$ cat src/rtl/sram_port0_arbiter.sv
// Round-robin arbiter/sequencer for SRAM port0 with read-tag tracking.
// Optional SRAM_ARB_INIT_CLEAR_EN: zero-fill the whole memory before accepting traffic.
module sram_port0_arbiter #(
  parameter int NUM_REQ       = 2,
  parameter int DATA_WIDTH    = 32,
  parameter int NUM_ADDRESSES = 512,
  parameter int READ_LATENCY  = 2,
  localparam int AW  = $clog2(NUM_ADDRESSES),
  localparam int IDW = (NUM_REQ > 2) ? $clog2(NUM_REQ) : 1,
  localparam int MW  = DATA_WIDTH / 8
) (
  input  logic                       clk0,
  input  logic                       rst0,
  input  logic [NUM_REQ-1:0]         req_valid,
  output logic [NUM_REQ-1:0]         req_ready,
  input  logic [NUM_REQ-1:0]         req_we,
  input  logic [NUM_REQ*MW-1:0]      req_wmask,
  input  logic [NUM_REQ*AW-1:0]      req_addr,
  input  logic [NUM_REQ*DATA_WIDTH-1:0] req_wdata,
  output logic                       rsp_valid,
  output logic [IDW-1:0]             rsp_id,
  output logic [DATA_WIDTH-1:0]      rsp_rdata,
  output logic                       init_done,
  output logic                       csb0,
  output logic                       web0,
  output logic [MW-1:0]              wmask0,
  output logic [AW-1:0]              port0_address,
  output logic [DATA_WIDTH-1:0]      port0_datain,
  input  logic [DATA_WIDTH-1:0]      port0_dataout
);

  localparam logic [0:0] ST_INIT = 1'b0;
  localparam logic [0:0] ST_RUN  = 1'b1;

  logic [0:0]     state;
  logic [IDW-1:0] ptr;
  logic [IDW-1:0] win;
  logic           found;
  logic           xfer;

  logic           tag_vld_p [0:READ_LATENCY];
  logic [IDW-1:0] tag_id_p  [0:READ_LATENCY];

`ifdef SRAM_ARB_INIT_CLEAR_EN
  logic [AW-1:0]  init_addr;
`endif

  function automatic logic [IDW-1:0] rr_idx(input logic [IDW-1:0] base, input int k);
    int s;
    s = int'(base) + k;
    if (s >= NUM_REQ) s = s - NUM_REQ;
    return s[IDW-1:0];
  endfunction

  // Stage 0: combinational round-robin search starting at the pointer
  always_comb begin
    win       = '0;
    found     = 1'b0;
    req_ready = '0;
    for (int k = 0; k < NUM_REQ; k++) begin
      if (!found && req_valid[rr_idx(ptr, k)]) begin
        found = 1'b1;
        win   = rr_idx(ptr, k);
      end
    end
    if (init_done && found) req_ready[win] = 1'b1;
  end

  assign xfer      = init_done && found;
  assign rsp_rdata = port0_dataout;

  // Stage 1: registered SRAM command; read tags then ride a fixed-depth pipe
  always_ff @(posedge clk0) begin
    if (rst0) begin
      state         <= ST_INIT;
      init_done     <= 1'b0;
      ptr           <= '0;
      csb0          <= 1'b1;
      web0          <= 1'b1;
      wmask0        <= '0;
      port0_address <= '0;
      port0_datain  <= '0;
      rsp_valid     <= 1'b0;
      rsp_id        <= '0;
      for (int k = 0; k <= READ_LATENCY; k++) begin
        tag_vld_p[k] <= 1'b0;
        tag_id_p[k]  <= '0;
      end
`ifdef SRAM_ARB_INIT_CLEAR_EN
      init_addr     <= '0;
`endif
    end else begin
      init_done <= (state == ST_RUN);
      csb0      <= 1'b1;
      web0      <= 1'b1;
`ifdef SRAM_ARB_INIT_CLEAR_EN
      if (state == ST_INIT) begin
        csb0          <= 1'b0;
        web0          <= 1'b0;
        wmask0        <= '1;
        port0_address <= init_addr;
        port0_datain  <= '0;
        if (init_addr == AW'(NUM_ADDRESSES - 1)) state <= ST_RUN;
        else init_addr <= init_addr + 1'b1;
      end
`else
      if (state == ST_INIT) state <= ST_RUN;
`endif
      if (xfer) begin
        csb0          <= 1'b0;
        web0          <= ~req_we[win];
        wmask0        <= req_wmask[win*MW +: MW];
        port0_address <= req_addr[win*AW +: AW];
        port0_datain  <= req_wdata[win*DATA_WIDTH +: DATA_WIDTH];
        ptr           <= rr_idx(win, 1);
      end
      tag_vld_p[0] <= xfer && !req_we[win];
      tag_id_p[0]  <= win;
      for (int k = 1; k <= READ_LATENCY; k++) begin
        tag_vld_p[k] <= tag_vld_p[k-1];
        tag_id_p[k]  <= tag_id_p[k-1];
      end
      // Stage 2: response leaves the pipe as the SRAM data becomes valid
      rsp_valid <= tag_vld_p[READ_LATENCY];
      rsp_id    <= tag_id_p[READ_LATENCY];
    end
  end

endmodule

$ cat config.mk
export PLATFORM = sky130hd
export DESIGN_NAME = sram_port0_arbiter
export DESIGN_NICKNAME = d
export VERILOG_FILES = /design/src/rtl/sram_port0_arbiter.sv
export SDC_FILE = /design/constraint.sdc
export NUM_CORES = 1
export LEC_CHECK = 0
export BUFFER_PORTS_ARGS = -buffer_cell sky130_fd_sc_hd__buf_2
export CAP_MARGIN = 20
export CORE_AREA = 4 4 89 91
export DETAILED_ROUTE_END_ITERATION = 6
export DIE_AREA = 0 0 93 95
export PLACE_DENSITY_LB_ADDON = 0.1
export SLEW_MARGIN = 30
export SYNTH_ARGS = -nofsm -noshare
export SYNTH_HDL_FRONTEND = slang
export SYNTH_SLANG_ARGS = --single-unit
$ cat constraint.sdc
create_clock -name clk0 -period 1.6 [get_ports clk0]
set_clock_uncertainty 0.1 [all_clocks]
set_input_delay 0.24 -clock clk0 [delete_from_list [all_inputs] [get_ports clk0]]
set_output_delay 0.24 -clock clk0 [all_outputs]
set_load 0.1 [all_outputs]
==> reports/results.md <==
| Metric | Value |
| --- | --- |
| Outcome | complete, no violations |
| Cell type with the highest aggregate area in the netlist | sky130_fd_sc_hd__dfxtp_1 |
| Nets@finish | 467 |
| Effective utilization at floorplan | 34.4% |
| FILL cells | 742 |
| Transition at the pin with the smallest max-transition slack | 0.514 ns |
| Fin worst setup slack | 0.0900 ns |
| Vias after detailed routing | 2148 |
| Number of violations of the max-capacitance limit | 0 |
| Routed wire length | 7.08 mm |
| Standard-cell row count | 31 |
| Proportion of layout cells with a drive suffix above 1 | 51.7% |
| Vias per cell | 4.85 |
| Clk Tree Root Cell | sky130_fd_sc_hd__clkbuf_8 |
| Maximum net fanout on the critical path | 4 |
| Highest achievable clock rate | 662 MHz |
| Most congested layer reported by global routing | met2 |
| Top cell type's share of synthesized area | 47.3% |
| Critical Path Source Type | register |
| Average cell area after synthesis | 10.9 um2 |
| Number of buffers created by CTS | 9 |
| Highest-count cells in the layout ignoring fill and taps | sky130_fd_sc_hd__buf_2 (145), sky130_fd_sc_hd__dfxtp_1 (57), sky130_fd_sc_hd__and3_1 (46), sky130_fd_sc_hd__a221o_1 (46), sky130_fd_sc_hd__clkbuf_8 (14) |
| Core footprint | 0.00714 mm2 |
| Layout overhead on the synthesized area | 32.8% |
| Hold_ws | 0.0308 ns |
| Pleak | 1.78 nW |
| Endpoint type of the worst setup path | output pin |
| Rel. slew slack | 65.7% |
| Die Span X | 93 um |
| Clock latency at the later pin of the worst-skew pair | 0.32 ns |
| Final cell count without fillers | 443 |
| Buffers from clock root to sink, at most | 2 |
| Compound-cell area share of the yosys netlist | 21.0% |
| I/O Buffers | 147 |
| Setup CP Type | register to output pin |
| Share of synthesized area spent on multiplexers | 0% |
| Ratio of final minimum period to clock period | 94.4% |
| Combinational family with the most area after synthesis | compound AO/OA/AOI/OAI gates |
| Global-route wire length before repair | 10.6 mm |
| Number of synthesized register bits | 58 |
| Number of sinks handled by clock tree synthesis | 58 |
| Final setup violation count | 0 |
| Number of warnings printed during yosys synthesis | 0 |
| Cell area after synthesis | 0.00245 mm2 |
| Initial antenna violation count | 0 |
| Final Hold Viols | 0 |
| Count of H-tree levels built during CTS | 3 |
| Unrepaired setup endpoints after global routing | no |
| Cell count after placement | 427 |
| Fraction of the mapped netlist area in simple logic gates | 15.5% |
| Kind of path behind the tightest hold check | input pin to register |
| Aggregate global-route resource usage | 15.6% |
| Sequential cell area fraction in the yosys report | 47.3% |
| Most area-consuming cells after synthesis | sky130_fd_sc_hd__dfxtp_1 (47%), sky130_fd_sc_hd__a221o_1 (19%), sky130_fd_sc_hd__and3_1 (12%) |
| GR Layer Usage met1 | 17.2% |
| TritonCTS clock tree | done |
| GRT met2 Usage | 25.6% |
| Number of hold buffers added after CTS | 0 |
| Clock transition at the register clock pins on the worst setup and hold paths after CTS | 0.07 ns |
| Area share of fa/ha/maj cells after synthesis | 0% |
| Antenna diode instance count | 0 |
| Maximum number of pins on one net before global-route repair | 46 |
| # IOs | 212 |
| Number of remaining DRC errors | 0 |
| Routed WL per cell | 16.0 um |
| Number of buffers inserted to repair setup after CTS | 0 |
| Initial detailed-routing violation count | 66 |
| Number of iterations in the first detailed-routing pass | 4 |
| Vias in the first global route | 2189 |
| Post-Synth XOR/XNOR Area | 0% |
| Worst slack at placement | 0.0958 ns |
| Overall overflow remaining after global route | 0 |
| Final core area utilization | 45.7% |
| Peak supply drop | 0.000400 V |
| Routability Congestion | 0.694 |
| Post-synthesis instance total | 225 |
| DPL Wire Length | 5.01 mm |
| Endpoint required time on the critical path | 1.26 ns |
| Die outline area | 0.00884 mm2 |
| Resized cells post-CTS | 0 |
| Count of antenna-violating nets left after detailed routing | 0 |
| Crit path DAT | 1.17 ns |
| Power density normalized to cell area | 1130 mW/mm2 |
| Met3 track demand over resource in global routing | 7.09% |
| Die Height | 95 um |
| Most frequent standard cell in the layout excluding fill and tap cells | sky130_fd_sc_hd__buf_2 |
| Max-slew violation count | 0 |
| Number of different library cells in the post-synthesis netlist | 19 |
| Period minus WS final | 1.51 ns |
| Total power | 3.68 mW |
| Synthesized net count | 353 |
-- critical path, cell delays in order (launching register included) --
cell	delay [ns]
sky130_fd_sc_hd__dfxtp_1	0.33
sky130_fd_sc_hd__nand2b_4	0.13
sky130_fd_sc_hd__and3_4	0.21
sky130_fd_sc_hd__buf_12	0.17
-- worst paths after layout --
check / from / end / cells past startpoint / slack (ns)
setup / recovery: ptr / req_ready[1] / 3 / 0.09
hold / removal: req_wdata[8] / port0_datain[8] / 2 / 0.03
setup reg to reg: ptr / port0_datain[6] / 3 / 0.14
hold reg to reg: tag_vld_p[0] / tag_vld_p[1] / 1 / 0.34
-- Yosys cell counts --
master,n
sky130_fd_sc_hd__dfxtp_1,58
sky130_fd_sc_hd__and3_1,47
sky130_fd_sc_hd__a221o_1,46
sky130_fd_sc_hd__buf_4,32
sky130_fd_sc_hd__buf_6,9
sky130_fd_sc_hd__clkbuf_1,9
sky130_fd_sc_hd__nor2b_1,7
sky130_fd_sc_hd__inv_1,3
sky130_fd_sc_hd__a21oi_1,2
sky130_fd_sc_hd__buf_2,2
sky130_fd_sc_hd__nand2_1,2
sky130_fd_sc_hd__a211oi_1,1
sky130_fd_sc_hd__a211oi_4,1
sky130_fd_sc_hd__a311oi_1,1
sky130_fd_sc_hd__and4_4,1
sky130_fd_sc_hd__nand2b_1,1
sky130_fd_sc_hd__nand2b_4,1
sky130_fd_sc_hd__nor2_1,1
sky130_fd_sc_hd__o21ai_2,1
-- registers in the layout (all words and copies together), names as in the netlist, 3 cells and up --
signal	flops
port0_address	9
wmask0	4
port0_datain	32
tag_vld_p	3
tag_id_p	3
-- where the power goes --
group,total (mW),switching [mW],leakage [nW],internal [mW]
logic,0.825,0.616,1.20,0.209
registers,1.54,0.0315,0.474,1.51
clock network,1.31,0.538,0.106,0.773
-- stage by stage --
| stage | area, um2 | setup TNS [ns] |
|---|---|---|
| finish | 3260 | 0 |
| global route | 3260 | 0 |
| CTS | 3260 | 0 |
| detailed placement | 3050 | 0 |
| global placement | 3050 | 0 |
| floorplan | 2480 | -0.0448 |
-- cell type report --
cell class	count	area [um2]	area share, %
Multi-Input combinational cell	112	920	28.2
Sequential cell	58	1160	35.7
Inverter	3	11.3	0.345
Tap cell	99	124	3.80
Clock inverter	1	5.00	0.154
Timing Repair Buffer	155	838	25.7
Clock buffer	15	196	6.03
-- kinds of logic (layout without fill, tap and decap cells) --
group           Yosys count  in the layout
buf+inv                  55            174
compound gates           52             52
flops                    58             58
simple gates             60             60
-- metal layers --
layer  share of wire (%)  up-vias  wire [um]
li1                    -     1050          -
met1                  40      980       2840
met2                  48      104       3390
met3                  10       14        742
met4                 1.5        0        105
met5                   0        -          0
Power figures use the tool's default switching activity.
